[src/rtl/toy_fetch_stage.sv]
// TOY instruction-fetch stage: drives the instruction-memory address, registers
// the returned word into IR and hands it to decode over a valid/ready handshake.
module toy_fetch_stage #(
    parameter logic [11:0] RESET_PC = 12'h000,
    parameter logic [3:0]  HALT_OP  = 4'h0
) (
    input  logic        clk,
    input  logic        reset,
    input  logic        start,
    output logic [11:0] imem_pc,
    input  logic [15:0] imem_inst,
    input  logic        redirect,
    input  logic [11:0] redirect_pc,
    output logic [15:0] ir,
    output logic [11:0] ir_pc,
    output logic        ir_valid,
    input  logic        id_ready,
    output logic        halted,
    output logic [15:0] fetch_count
);

    typedef enum logic [1:0] {
        S_IDLE,
        S_FETCH,
        S_HALT
    } state_t;

    state_t      state_q, state_d;
    logic [11:0] pc_q, pc_d;
    logic [15:0] ir_q, ir_d;
    logic [11:0] ir_pc_q, ir_pc_d;
    logic        ir_valid_q, ir_valid_d;
    logic [15:0] count_q, count_d;
    logic        load;

    always_comb begin
        state_d    = state_q;
        pc_d       = pc_q;
        ir_d       = ir_q;
        ir_pc_d    = ir_pc_q;
        ir_valid_d = ir_valid_q;
        count_d    = count_q;
        load       = (state_q == S_FETCH) && !redirect && (!ir_valid_q || id_ready);

        if (state_q == S_IDLE) begin
            if (start) begin
                state_d = S_FETCH;
            end
        end else if (redirect) begin
            // Flush from either FETCH or HALT; this also cancels a speculative halt.
            pc_d       = redirect_pc;
            ir_valid_d = 1'b0;
            state_d    = S_FETCH;
        end else if (load) begin
            ir_d       = imem_inst;
            ir_pc_d    = pc_q;
            ir_valid_d = 1'b1;
            if (count_q != 16'hFFFF) begin
                count_d = count_q + 16'd1;
            end
            if (imem_inst[15:12] == HALT_OP) begin
                state_d = S_HALT;
            end else begin
                pc_d = pc_q + 12'd1;
            end
        end else if (ir_valid_q && id_ready) begin
            ir_valid_d = 1'b0;
        end
    end

    always_ff @(posedge clk) begin
        if (reset) begin
            state_q    <= S_IDLE;
            pc_q       <= RESET_PC;
            ir_q       <= '0;
            ir_pc_q    <= '0;
            ir_valid_q <= 1'b0;
            count_q    <= '0;
        end else begin
            state_q    <= state_d;
            pc_q       <= pc_d;
            ir_q       <= ir_d;
            ir_pc_q    <= ir_pc_d;
            ir_valid_q <= ir_valid_d;
            count_q    <= count_d;
        end
    end

    assign imem_pc     = pc_q;
    assign ir          = ir_q;
    assign ir_pc       = ir_pc_q;
    assign ir_valid    = ir_valid_q;
    assign halted      = (state_q == S_HALT) && !ir_valid_q;
    assign fetch_count = count_q;

endmodule

[config.mk]
export PLATFORM = sky130hd
export DESIGN_NAME = toy_fetch_stage
export DESIGN_NICKNAME = d
export VERILOG_FILES = /design/src/rtl/toy_fetch_stage.sv
export SDC_FILE = /design/constraint.sdc
export NUM_CORES = 1
export LEC_CHECK = 0
export BUFFER_PORTS_ARGS = -buffer_cell sky130_fd_sc_hd__buf_2
export CELL_PAD_IN_SITES_DETAIL_PLACEMENT = 1
export CELL_PAD_IN_SITES_GLOBAL_PLACEMENT = 2
export CORE_AREA = 2 2 107 109
export DETAILED_ROUTE_END_ITERATION = 16
export DIE_AREA = 0 0 109 111
export PLACE_DENSITY_LB_ADDON = 0.1
export RECOVER_POWER = 100
export SLEW_MARGIN = 25
export SYNTH_ARGS = -nofsm -noshare
export SYNTH_HDL_FRONTEND = slang
export SYNTH_SLANG_ARGS = --single-unit
[constraint.sdc]
create_clock -name clk -period 1.9 [get_ports clk]
set_clock_uncertainty 0.1 [all_clocks]
set_input_delay 0.19 -clock clk [delete_from_list [all_inputs] [get_ports clk]]
set_output_delay 0.19 -clock clk [all_outputs]
set_load 0.01 [all_outputs]
Word level (Yosys, flattened, before mapping)

Index checks and enable logic that the tools add are counted.

Flip-flop bits (word level): 59
Bits in latches: 0
Bits in writable memories: 0
ROM bits: 0
Logic and storage cells: 44
Memories kept: 0

Add/sub/neg operators: 2
Multipliers: 0
Divide/modulo/power cells: 0
$lt $le $gt $ge: 0
Equality and inequality tests: 5
Shifts and indexed selects: 0
Muxes and demuxes: 11
Bitwise gates (word level): 2
Reduce and logical (&&, ||, !) cells: 18

Operators with widths:

| cell                                           | number |
|---|---|
| two-way mux 12 bit                             | 3 |
| adder 16 x 1 -> 16 bit (second input constant) | 1 |
| inequality test 16 bit (second input constant) | 1 |
| adder 12 x 1 -> 12 bit (second input constant) | 1 |
| two-way mux 2 bit                              | 5 |
| AND reduction 3 bit                            | 3 |
| nonzero test 3 bit                             | 3 |
| logical AND 1 bit                              | 4 |
| logical NOT 4 bit                              | 1 |
| inequality test 2 bit (second input constant)  | 2 |
| AND reduction 4 bit                            | 1 |
| two-way mux 1 bit                              | 3 |
| == test 2 x 1 -> 1 bit (second input constant) | 1 |
| == test 2 bit (second input constant)          | 1 |
| logical NOT 1 bit                              | 2 |
| logical NOT 2 bit                              | 1 |
| NOT 1 bit                                      | 2 |
| AND reduction 2 bit                            | 1 |
| nonzero test 2 bit                             | 1 |
| logical OR 1 bit                               | 1 |

Longest topological paths before layout

Gate-level depths: netlist (run 1).

Depth in word-level cells: 6
Mapped depth: 7

Least setup slack after synthesis (run 1)

OpenSTA, ideal clock, no wires.

Path type: register to register
From: reg state_q[0]
To: reg count_q[7] (netlist: fetch_count[7])
Setup time: 0.121 ns
Arrival time: 1.720 ns
Data required time: 1.679 ns
Slack: -0.040 ns
Cell stages (with the launch flop): 6
Clock period less this slack: 1.940 ns
Path through: dfxtp_1 -> or3b_4 -> nor4_4 -> nand3_1 -> a21oi_1 -> mux2_2

Word-level cells in the longest chain between the ends: 4
Elaborated cells on any way between the ends: 6
Those cells by class: 1 x eq/ne; 1 x bitwise; 4 x reduce/logical

RTL lines:

| what                                   | RTL line | source |
|---|---|---|
| start, declared                        | 28       | `state_t state_q, state_d;` |
| start signal, assigned                 | 80       | `state_q <= state_d;` |
| == test 2 x 1 -> 1 bit                 | 43       | `load = (state_q == S_FETCH) && !redirect && (!ir_valid_q \|\| id_ready);` |
| logical AND 1 bit (2 in series)        | 43       |  |
| AND reduction 4 bit (no source line) * | --       |  |
| end signal, assigned                   | 85       | `count_q <= count_d;` |
| end, declared                          | 33       | `logic [15:0] count_q, count_d;` |

Mark *: on every way between the ends. The rest lies on a longest branch, timed or not.
A chain may end at the register's enable or synchronous reset.

Worst setup path after layout (run 1)

Ends and elaborated chain as after synthesis.

==> summary.md, run 1 <==
| Metric | Value |
|---|---|
| Fin crit period | `1.81 ns` |
| Die width | `109 um` |
| Syn. warnings | `0` |
| Die Footprint | `12,100 sq um` |
| Vias | `2,914` |
| Crit path max fanout | `4` |
| Clock Path Buffers | `2` |
| Worst-margin pin slew | `0.620 ns` |
| Ys flop type | `dfxtp_1` |
| CP Capture Type | `flip-flop` |
| Worst setup path endpoint | `fetch_count[7]` |
| Setup CP Type | `reg2reg` |
| Drt wl/cell | `14.9 um` |
| Largest cells by area after synthesis | `dfxtp_1, nand2_1, a21oi_1` |
| Cells along the critical path | `or3b_4 > nor4_4 > nand3_1 > a21oi_2 > mux2_4` |
| ANT nets after route | `0` |
| Area leader, netlist | `dfxtp_1` |
| Rows | `39` |
| Routed wire length | `9220 um` |
| Synth-to-Final Area Change | `47.2%` |
| Startpoint types | `flip-flop` |
| Unique masters post-synth | `41` |
| Flop2flop setup slack | `0.09 ns` |
| Worst vdd rail ir drop | `0.000314 V` |
| Initial antenna violation count | `0` |
| CTS sink cnt | `59` |
| Post-Synth XOR/XNOR Area | `2.96%` |
| Area share of the largest cell type after synthesis | `44.4%` |
| Inserted Clock Buffers | `9` |
| Post-Synthesis Cells | `341` |
| RSZ-0062 raised after global routing | `true` |
| Initial DRT Pass Iterations | `4` |
| Final antenna diode count | `0` |
| Max Cap Viol | `0` |
| Final hold vios | `0` |
| Post-synth EDFFs | `0` |
| GP Congestion | `0.804` |
| Worst setup margin | `0.0935 ns` |
| Starting density of the core | `24.0%` |
| Core Footprint | `11,100 sq um` |
| Outcome | `complete, no violations` |
| Worst-path clk slew | `0.06 ns` |
| Power Total | `3.45 mW` |
| F_max | `0.554 GHz` |
| Initial DRC count | `72` |
| Required @ worst endpoint | `2.02 ns` |
| Asr flop ratio synth | `0%` |
| Clock tree from TritonCTS | `done` |
| Final HPWL DP | `6490 um` |
| Synth top cells by count | `nand2_1, dfxtp_1, a21oi_1` |
| Mux share of post-synthesis cell area | `2.31%` |
| Final Max Tran Viols | `0` |
| Compound-cell area share of the yosys netlist | `17.9%` |
| Crit path launch | `state_q[0]` |
| Period utilization | `95.1%` |
| Gr ovfl total | `0` |
| Fillers | `1,385` |
| GR Util All Layers | `16.0%` |
| First-pass GRT wire length | `15,100 um` |
| Worst r2r dst | `fetch_count[7]` |
| # nets final | `508` |
| Sequential share of the synthesized area | `44.4%` |
| Vias in the first global route | `2,937` |
| Port Buf Inserts | `90` |
| FF-to-FF Start | `state_q[0]` |
| Syn Std Cell Area | `2660 sq um` |
| Worst Reg-to-Reg Cells | `5` |
| Post-Synth Simple-Gate Area | `27.5%` |
| Number of synthesized register bits | `59` |
| Peak per-stage delay on the critical path | `0.41 ns` |
| Vias per Instance | `4.69` |
| Pre-CTS WS | `-0.212 ns` |
| DRC Markers | `0` |
| Top-count cell post-synth | `nand2_1` |
| Largest family of logic cells by synthesized area | `simple AND/OR/NAND/NOR gates` |
| Syn_area_per_cell | `7.80 sq um` |
| Clock Latency Late Sink | `0.33 ns` |
| Pin count of the biggest net entering global routing | `32` |
| Syn_nets | `376` |
| Leak Pwr | `1.51 nW` |
| Share of cells above drive strength 1 | `24.5%` |
| Pwr per Cell Area | `883 nW/um^2` |
| Slew HR | `58.5%` |
| Adder-cell share of the synthesized area | `0.941%` |
| Die Ht | `111 um` |
| Number of H-tree levels | `3` |
| Root Buffer | `clkbuf_16` |
| Hold slack final | `0.00920 ns` |
| Arrival time worst endpoint | `1.92 ns` |
| Slowest stage cell, crit path | `or3b_4` |
| Final setup vio count | `0` |
| Top-level I/O count | `91` |
| Worst Hold Class | `in2reg` |
| TNS Setup | `0 ns` |
## final cells by class
type / count / area (sq um) / area share [%]
Multi-Input combinational cell: 256 / 1400 / 35.9
Inverter: 5 / 18.8 / 0.480
Timing Repair Buffer: 142 / 797 / 20.4
Clock inverter: 5 / 75.1 / 1.92
Tap cell: 143 / 179 / 4.57
Sequential cell: 59 / 1190 / 30.3
Clock buffer: 11 / 253 / 6.46
## cells in the final DEF, fill, tap and decap left out, types with 3 or more instances in the layout
master / Yosys / routed
dlygate4sd3_1: 0 / 8
clkbuf_1: 19 / 49
dfxtp_1: 59 / 55
nor2_1: 24 / 23
clkbuf_16: 0 / 9
and3_1: 4 / 4
nand4_1: 4 / 4
a31oi_1: 5 / 5
nand2b_1: 3 / 3
buf_2: 0 / 47
o21ai_0: 11 / 11
a21oi_1: 46 / 45
nand2_1: 88 / 88
a211oi_1: 6 / 5
clkinv_2: 0 / 3
or3_1: 3 / 3
nand3_1: 12 / 12
buf_4: 0 / 37
xnor2_1: 6 / 6
mux2i_1: 5 / 5
inv_1: 5 / 5
dfxtp_2: 0 / 4
xor2_1: 3 / 3
o31ai_1: 4 / 4
## critical path: cells and delay by family (launching register included)
| kind | cells | cell delay (ns) |
|---|---|---|
| simple gates | 3 | 0.81 |
| flops | 1 | 0.34 |
| compound gates | 1 | 0.14 |
| mux | 1 | 0.30 |
## where the power goes
part	internal [mW]	total, mW	switching, mW
clock network	1.21	1.82	0.603
registers	1.28	1.31	0.0332
logic	0.143	0.328	0.185
## worst min-delay path by stage
stage | from | end | slack [ns] | cells after the start
2_1_floorplan | imem_inst[0] | ir[0] | 0.23 | 2
3_3_place_gp | imem_inst[4] | ir[4] | 0.33 | 3
3_5_place_dp | imem_inst[8] | ir[8] | 0.34 | 3
4_1_cts | imem_inst[0] | ir[0] | 0.0001 | 3
5_1_grt | imem_inst[2] | ir[2] | 0.02 | 3
6_report | imem_inst[3] | ir[3] | 0.009 | 3
## metal layers
metal | track usage (%) | wire length [um] | vias up
met5 | 0 | 0 | -
met4 | 5.30 | 149 | 0
met3 | 4.00 | 414 | 12
met2 | 27.4 | 4640 | 59
met1 | 19.3 | 4020 | 1390
li1 | - | - | 1453
## state kept, by name, indices dropped and copies added, names as in the netlist
register / cells
state_q: 2
fetch_count: 16
ir_valid: 1
ir: 16
ir_pc: 12
imem_pc: 12
## per-stage QoR
stage | utilization, % | area (sq um) | cells
6_report | 35.3 | 3910 | 621
5_1_grt | 35.3 | 3910 | 621
4_1_cts | 35.6 | 3940 | 618
3_5_place_dp | 31.7 | 3510 | 592
3_3_place_gp | 31.7 | 3510 | 592
2_1_floorplan | - | 2660 | 341
## cells by family after synthesis
| kind of cell | Yosys count |
|---|---|
| buffers and inverters | 26 |
| XOR/XNOR | 9 |
| AO/OA/AOI/OAI | 82 |
| flip-flops | 59 |
| AND/OR/NAND/NOR | 157 |
| multiplexers | 6 |
| adder cells (fa/ha/maj) | 2 |
## timing repair
action,4_1_cts,5_1_grt
resized for setup,4,8
setup buffers,2,3
endpoints found under the setup margin,13,10
hold buffers,8,0
pin swaps,4,3
hold endpoints to repair,8,0
(Power assumes the default switching activity.)
==> run 2: changes to the inputs <==
--- a/config.mk
+++ b/config.mk
@@ -11,7 +11,7 @@
 export CORE_AREA = 2 2 107 109
 export DETAILED_ROUTE_END_ITERATION = 16
 export DIE_AREA = 0 0 109 111
-export PLACE_DENSITY_LB_ADDON = 0.1
+export PLACE_DENSITY = 0.71
 export RECOVER_POWER = 100
 export SLEW_MARGIN = 25
 export SYNTH_ARGS = -nofsm -noshare
==> run 2 against run 1 <==
Against the previous run: clock power fell by 19%; highest routed layer unchanged; routed wire length up 0.39%; final cell count decreased by 2.7%.
==> summary.md, run 2 (same netlist as run 1, synthesis figures left out) <==
| Metric | Value |
|---|---|
| Final antenna diode count | `0 (unchanged)` |
| Fin crit period | `1.84 ns (was 1.81 ns)` |
| Clock tree from TritonCTS | `done (unchanged)` |
| Gr busiest metal | `met2 (unchanged)` |
| Peak per-stage delay on the critical path | `0.41 ns (about the same)` |
| First-pass GRT wire length | `14,900 um (was 15,100 um)` |
| Worst hold start | `imem_inst[1] (was imem_inst[3])` |
| TNS Setup | `0 ns (unchanged)` |
| Drt wl/cell | `15.3 um (was 14.9 um)` |
| Worst-path clk slew | `0.05 ns (was 0.06 ns)` |
| CTS sink cnt | `59 (unchanged)` |
| ANT nets after route | `0 (unchanged)` |
| Port Buf Inserts | `90 (unchanged)` |
| Top-level I/O count | `91 (unchanged)` |
| Setup CP Type | `reg2reg (unchanged)` |
| Clock Latency Late Sink | `0.33 ns (about the same)` |
| Max Cap Viol | `0 (unchanged)` |
| Pin count of the biggest net entering global routing | `33 (was 32)` |
| Final hold vios | `0 (unchanged)` |
| Synth-to-Final Area Change | `40.0% (was 47.2%)` |
| Leak Pwr | `1.39 nW (was 1.51 nW)` |
| Inserted Clock Buffers | `9 (unchanged)` |
| Combinational power share | `9.9% (was 9.5%)` |
| Vias in the first global route | `2,861 (was 2,937)` |
| Global Route met3 Usage | `3.53% (was 4.00%)` |
| Flop2flop setup slack | `0.06 ns (was 0.09 ns)` |
| Vias per Instance | `4.78 (was 4.69)` |
| Share of cells above drive strength 1 | `22.1% (was 24.5%)` |
| RSZ-0062 raised after global routing | `true (unchanged)` |
| Die Ht | `111 um (unchanged)` |
| Gr ovfl total | `0 (unchanged)` |
| Initial DRT Pass Iterations | `4 (unchanged)` |
| Clock share of power | `47.7% (was 52.5%)` |
| Final HPWL DP | `6550 um (was 6490 um)` |
| Outcome | `complete, no violations (unchanged)` |
| Clock Path Buffers | `2 (unchanged)` |
| Commonest non-fill, non-tap cell in the layout | `nand2_1 (unchanged)` |
| Routing usage on met1 | `20.0% (was 19.3%)` |
| Starting density of the core | `24.0% (unchanged)` |
| Final setup vio count | `0 (unchanged)` |
| Final Max Tran Viols | `0 (unchanged)` |
| Worst-margin pin slew | `0.471 ns (was 0.620 ns)` |
| Initial DRC count | `123 (was 72)` |
| GP Congestion | `0.800 (was 0.804)` |
| Die Footprint | `12,100 sq um (unchanged)` |
| # nets final | `491 (was 508)` |
| Cells along the critical path | `or3b_4 > nor4_4 > nand3_1 > a21oi_2 > mux2_4 (unchanged)` |
| Net Sw Frac | `26.4% (was 23.8%)` |
| Routed wire length | `9260 um (was 9220 um)` |
| Worst Hold Class | `in2reg (unchanged)` |
| FF-to-FF Start | `state_q[1] (was state_q[0])` |
| Most frequent cells in the layout | `nand2_1, dfxtp_1, clkbuf_1, buf_2, a21oi_1 (unchanged)` |
| Slowest stage cell, crit path | `or3b_4 (unchanged)` |
| Die width | `109 um (unchanged)` |
| Sw Pwr | `0.817 mW (was 0.821 mW)` |
| Met2 Use GR | `26.6% (was 27.4%)` |
| DRC Markers | `0 (unchanged)` |
| Sequential Power Share | `42.4% (was 37.9%)` |
| GR Util All Layers | `15.9% (was 16.0%)` |
| Pwr per Cell Area | `832 nW/um^2 (was 883 nW/um^2)` |
| Root Buffer | `clkbuf_16 (unchanged)` |
| Hold Path Cell Cnt | `3 (unchanged)` |
| Slew HR | `68.5% (was 58.5%)` |
| Crit path max fanout | `5 (was 4)` |
| Power Total | `3.10 mW (was 3.45 mW)` |
| Worst vdd rail ir drop | `0.000324 V (was 0.000314 V)` |
| Startpoint types | `flip-flop (unchanged)` |
| Required @ worst endpoint | `2.01 ns (was 2.02 ns)` |
| Initial antenna violation count | `0 (unchanged)` |
| Core Footprint | `11,100 sq um (unchanged)` |
| F_max | `0.543 GHz (was 0.554 GHz)` |
| Number of H-tree levels | `3 (unchanged)` |
| Inst Count DP | `580 (was 592)` |
| Period utilization | `96.9% (was 95.1%)` |
| Vias | `2,885 (was 2,914)` |
| Worst Hold Path EP | `ir[1] (was ir[3])` |
| P_int | `2.28 mW (was 2.63 mW)` |
| Rows | `39 (unchanged)` |
| Worst r2r dst | `fetch_count[7] (unchanged)` |
| CP Capture Type | `flip-flop (unchanged)` |
| Worst Reg-to-Reg Cells | `5 (unchanged)` |
| Arrival time worst endpoint | `1.95 ns (was 1.92 ns)` |
| Non-Filler Instances | `604 (was 621)` |
-- run 2: cell types whose count changed in the layout (fill, tap and decap cells not counted), moves of 2 or more --
cell,delta
clkbuf_8,-2
a21oi_1,-2
clkinv_4,+2
a21oi_2,+2
bufinv_16,-2
buf_4,-13
buf_2,-3
dlygate4sd3_1,-2
-- run 2: area by class of cell --
type                            instances  area, sq um
Fill cell                            1362         7360
Multi-Input combinational cell        256         1410
Sequential cell                        59         1190
Timing Repair Buffer                  125          656
Clock buffer                            9          225
Tap cell                              143          179
Clock inverter                          7         45.0
Inverter                                5         18.8
-- run 2: metal layers --
metal | vias to the layer above | share of wire, %
met5 | - | 0
met4 | 0 | 1.2
met3 | 11 | 4.0
met2 | 61 | 51
met1 | 1400 | 44
li1 | 1413 | -
-- run 2: worst max-delay path: cells and delay by family, from the launching register on --
kind	cells	cell delay [ns]
DFF	1	0.31
AOI/OAI and AO/OA	1	0.16
and+or+nand+nor	3	0.85
muxes	1	0.31
-- run 2: what timing repair did --
item                                   CTS  global route
resized for setup                        0            15
setup endpoints to repair                0            15
hold buffers                             6             0
endpoints found under the hold margin    6             0
buffers inserted                         0             2
-- run 2: worst max path at each step --
stage                    from              end  slack, ns  cells after the start
2_1_floorplan  fetch_count[0]   fetch_count[8]       0.04                      6
3_3_place_gp         redirect   fetch_count[7]       0.06                      6
3_5_place_dp         redirect  fetch_count[13]       0.03                      6
4_1_cts            state_q[1]  fetch_count[13]       0.02                      5
5_1_grt            state_q[0]  fetch_count[13]      -0.03                      5
6_report           state_q[1]   fetch_count[7]       0.06                      5
-- run 2: through the flow --
step	setup slack, ns	instance area, sq um	utilization [%]	hold slack [ns]
floorplan	0.0382	2660	-	0.226
global placement	0.0618	3420	30.9	0.333
detailed placement	0.0305	3420	30.9	0.342
CTS	0.0197	3750	33.9	0.000160
global route	-0.0300	3720	33.6	0.00667
finish	0.0588	3720	33.6	0.0104
-- run 2: power groups by stage --
stage	registers, mW	clock network (mW)	logic [mW]
6_report	1.31	1.48	0.307
5_1_grt	1.32	1.59	0.344
3_5_place_dp	1.34	0	0.312
4_1_cts	1.31	1.53	0.323
3_3_place_gp	1.34	0	0.307
2_1_floorplan	1.35	0	0.139
==> run 3: changes to the inputs <==
--- a/config.mk
+++ b/config.mk
@@ -11,7 +11,8 @@
 export CORE_AREA = 2 2 107 109
 export DETAILED_ROUTE_END_ITERATION = 16
 export DIE_AREA = 0 0 109 111
-export PLACE_DENSITY = 0.71
+export MAX_ROUTING_LAYER = met4
+export PLACE_DENSITY = 0.85
 export RECOVER_POWER = 100
 export SLEW_MARGIN = 25
 export SYNTH_ARGS = -nofsm -noshare
==> run 3 against run 2 <==
Against the previous run: via count down 1.4%; final area up 1.5%; sequential cell count unchanged; fmax up 0.56%; clock power up 8%; die area unchanged; global-route usage down 0.69 points; routed wire length down 5.8%; hold slack worse by 0.0031 ns; clock-buffer cell count up 2.
==> summary.md, run 3 (same netlist as run 1, synthesis figures left out) <==
| Metric | Value |
|---|---|
| GR Util All Layers | `15.2% (was 15.9%)` |
| Hold Path Cell Cnt | `3 (unchanged)` |
| Slew HR | `66.9% (was 68.5%)` |
| Final instance area | `3780 sq um (was 3720 sq um)` |
| Period utilization | `96.4% (was 96.9%)` |
| Commonest non-fill, non-tap cell in the layout | `nand2_1 (unchanged)` |
| Core Footprint | `11,100 sq um (unchanged)` |
| TNS Setup | `0 ns (unchanged)` |
| Die Footprint | `12,100 sq um (unchanged)` |
| P_int | `2.46 mW (was 2.28 mW)` |
| Fin util | `34.1% (was 33.6%)` |
| Worst Hold Class | `in2reg (unchanged)` |
| Worst r2r dst | `fetch_count[7] (unchanged)` |
| Gr ovfl total | `0 (unchanged)` |
| FF-to-FF Start | `state_q[1] (unchanged)` |
| Die width | `109 um (unchanged)` |
| Root Buffer | `clkbuf_16 (unchanged)` |
| Worst vdd rail ir drop | `0.000317 V (was 0.000324 V)` |
| Drt wl/cell | `14.3 um (was 15.3 um)` |
| Rows | `39 (unchanged)` |
| Max Cap Viol | `0 (unchanged)` |
| Flop2flop setup slack | `0.07 ns (was 0.06 ns)` |
| Clock share of power | `49.6% (was 47.7%)` |
| Fin crit period | `1.83 ns (was 1.84 ns)` |
| Arrival time worst endpoint | `1.94 ns (was 1.95 ns)` |
| Share of cells above drive strength 1 | `21.2% (was 22.1%)` |
| Startpoint types | `flip-flop (unchanged)` |
| CTS sink cnt | `59 (unchanged)` |
| Pre-CTS WS | `-0.0945 ns (was 0.0305 ns)` |
| First-pass GRT wire length | `14,200 um (was 14,900 um)` |
| Final setup vio count | `0 (unchanged)` |
| Routed wire length | `8720 um (was 9260 um)` |
| Worst setup margin | `0.0691 ns (was 0.0588 ns)` |
| Sw Pwr | `0.779 mW (was 0.817 mW)` |
| DRC Markers | `0 (unchanged)` |
| Pin count of the biggest net entering global routing | `50 (was 33)` |
| Synth-to-Final Area Change | `42.0% (was 40.0%)` |
| Inserted Clock Buffers | `9 (unchanged)` |
| Starting density of the core | `24.0% (unchanged)` |
| Number of H-tree levels | `3 (unchanged)` |
| Initial antenna violation count | `0 (unchanged)` |
| Net Sw Frac | `24.1% (was 26.4%)` |
| Initial DRC count | `80 (was 123)` |
| Worst-path clk slew | `0.06 ns (was 0.05 ns)` |
| Die Ht | `111 um (unchanged)` |
| # nets final | `496 (was 491)` |
| Port Buf Inserts | `90 (unchanged)` |
| Vias | `2,845 (was 2,885)` |
| GP Congestion | `0.845 (was 0.800)` |
| Worst-margin pin slew | `0.495 ns (was 0.471 ns)` |
| Final hold vios | `0 (unchanged)` |
| Worst Hold Path EP | `ir[5] (was ir[1])` |
| Clock Latency Late Sink | `0.32 ns (was 0.33 ns)` |
| Outcome | `complete, no violations (unchanged)` |
| Clock Path Buffers | `2 (unchanged)` |
| Required @ worst endpoint | `2.00 ns (was 2.01 ns)` |
| Pwr per Cell Area | `857 nW/um^2 (was 832 nW/um^2)` |
| Final antenna diode count | `0 (unchanged)` |
| Final HPWL DP | `6400 um (was 6550 um)` |
| Top-level I/O count | `91 (unchanged)` |
| Most frequent cells in the layout | `nand2_1, clkbuf_1, dfxtp_1, a21oi_1, buf_2 (was nand2_1, dfxtp_1, clkbuf_1, buf_2, a21oi_1)` |
| Worst Reg-to-Reg Cells | `5 (unchanged)` |
| Hold slack final | `0.00735 ns (was 0.0104 ns)` |
| Placement Cell Area | `3480 sq um (was 3420 sq um)` |
| Clock tree from TritonCTS | `done (unchanged)` |
| Vias in the first global route | `2,916 (was 2,861)` |
| CP Capture Type | `flip-flop (unchanged)` |
| Final Max Tran Viols | `0 (unchanged)` |
| Vias per Instance | `4.67 (was 4.78)` |
| ANT nets after route | `0 (unchanged)` |
| Initial DRT Pass Iterations | `4 (unchanged)` |
| Worst hold start | `imem_inst[5] (was imem_inst[1])` |
| Leak Pwr | `1.42 nW (was 1.39 nW)` |
| F_max | `0.546 GHz (was 0.543 GHz)` |
| Crit path max fanout | `4 (was 5)` |
| RSZ-0062 raised after global routing | `false (was true)` |
| Sequential Power Share | `40.4% (was 42.4%)` |
| Setup CP Type | `reg2reg (unchanged)` |
| Crit path launch | `state_q[1] (unchanged)` |
| Combinational power share | `10.0% (was 9.9%)` |
==> run 3: cell types whose count changed in the layout (fill, tap and decap cells not counted), moves of 2 or more <==
cell	delta
clkbuf_1	+7
buf_4	-3
a21oi_1	+2
a21oi_2	-2
buf_12	+2
clkinv_4	-2
dlygate4sd3_1	-2
==> run 3: worst max-delay path by stage <==
stage	end	cells after the start	slack, ns
floorplan	fetch_count[8]	6	0.04
global placement	imem_pc[8]	7	-0.22
detailed placement	fetch_count[7]	7	-0.09
CTS	fetch_count[7]	5	-0.01
global route	fetch_count[10]	7	0.02
finish	fetch_count[7]	5	0.07
==> run 3: what timing repair did <==
| item | CTS | global route |
|---|---|---|
| setup endpoints to repair | 2 | 18 |
| pin swaps | 3 | 2 |
| hold buffers | 4 | 0 |
| endpoints found under the hold margin | 4 | 0 |
| buffers inserted | 3 | 0 |
| cloned | 0 | 0 |
| resized for setup | 5 | 7 |
==> run 3: power by group through the flow <==
stage | clock [mW] | combinational [mW] | sequential, mW
6_report | 1.60 | 0.324 | 1.31
5_1_grt | 1.71 | 0.359 | 1.31
4_1_cts | 1.66 | 0.336 | 1.31
3_5_place_dp | 0 | 0.325 | 1.33
3_3_place_gp | 0 | 0.317 | 1.33
2_1_floorplan | 0 | 0.139 | 1.35
==> run 3: critical path, stage by stage (launching register included) <==
cell and delay (ns):
dfxtp_4 0.34, or3b_4 0.40, nor4_4 0.28, nand3_1 0.14, a21oi_2 0.15, mux2_4 0.31
==> run 3: layout make-up <==
cell class              count  area [sq um]
flip-flops and latches     59          1190
multi-input cells         256          1410
clock buffers              11           243
fillers                  1373          7300
clock inverters             5          52.6
well taps                 143           179
repair buffers            130           686
inverters                   5          18.8
==> run 3: metrics by stage <==
step | cells | power [mW]
2_1_floorplan | 341 | 1.49
3_3_place_gp | 586 | 1.65
3_5_place_dp | 586 | 1.66
4_1_cts | 609 | 3.30
5_1_grt | 609 | 3.38
6_report | 609 | 3.24
==> run 3: layer usage <==
layer	share of wire (%)	up-vias	wire length [um]	global-route usage, %
met1	45	1356	3910	18.0
met3	3.6	4	317	3.64
met4	0.85	0	74	4.79
li1	-	1423	-	-
met2	51	62	4420	25.2
met5	0	-	0	-
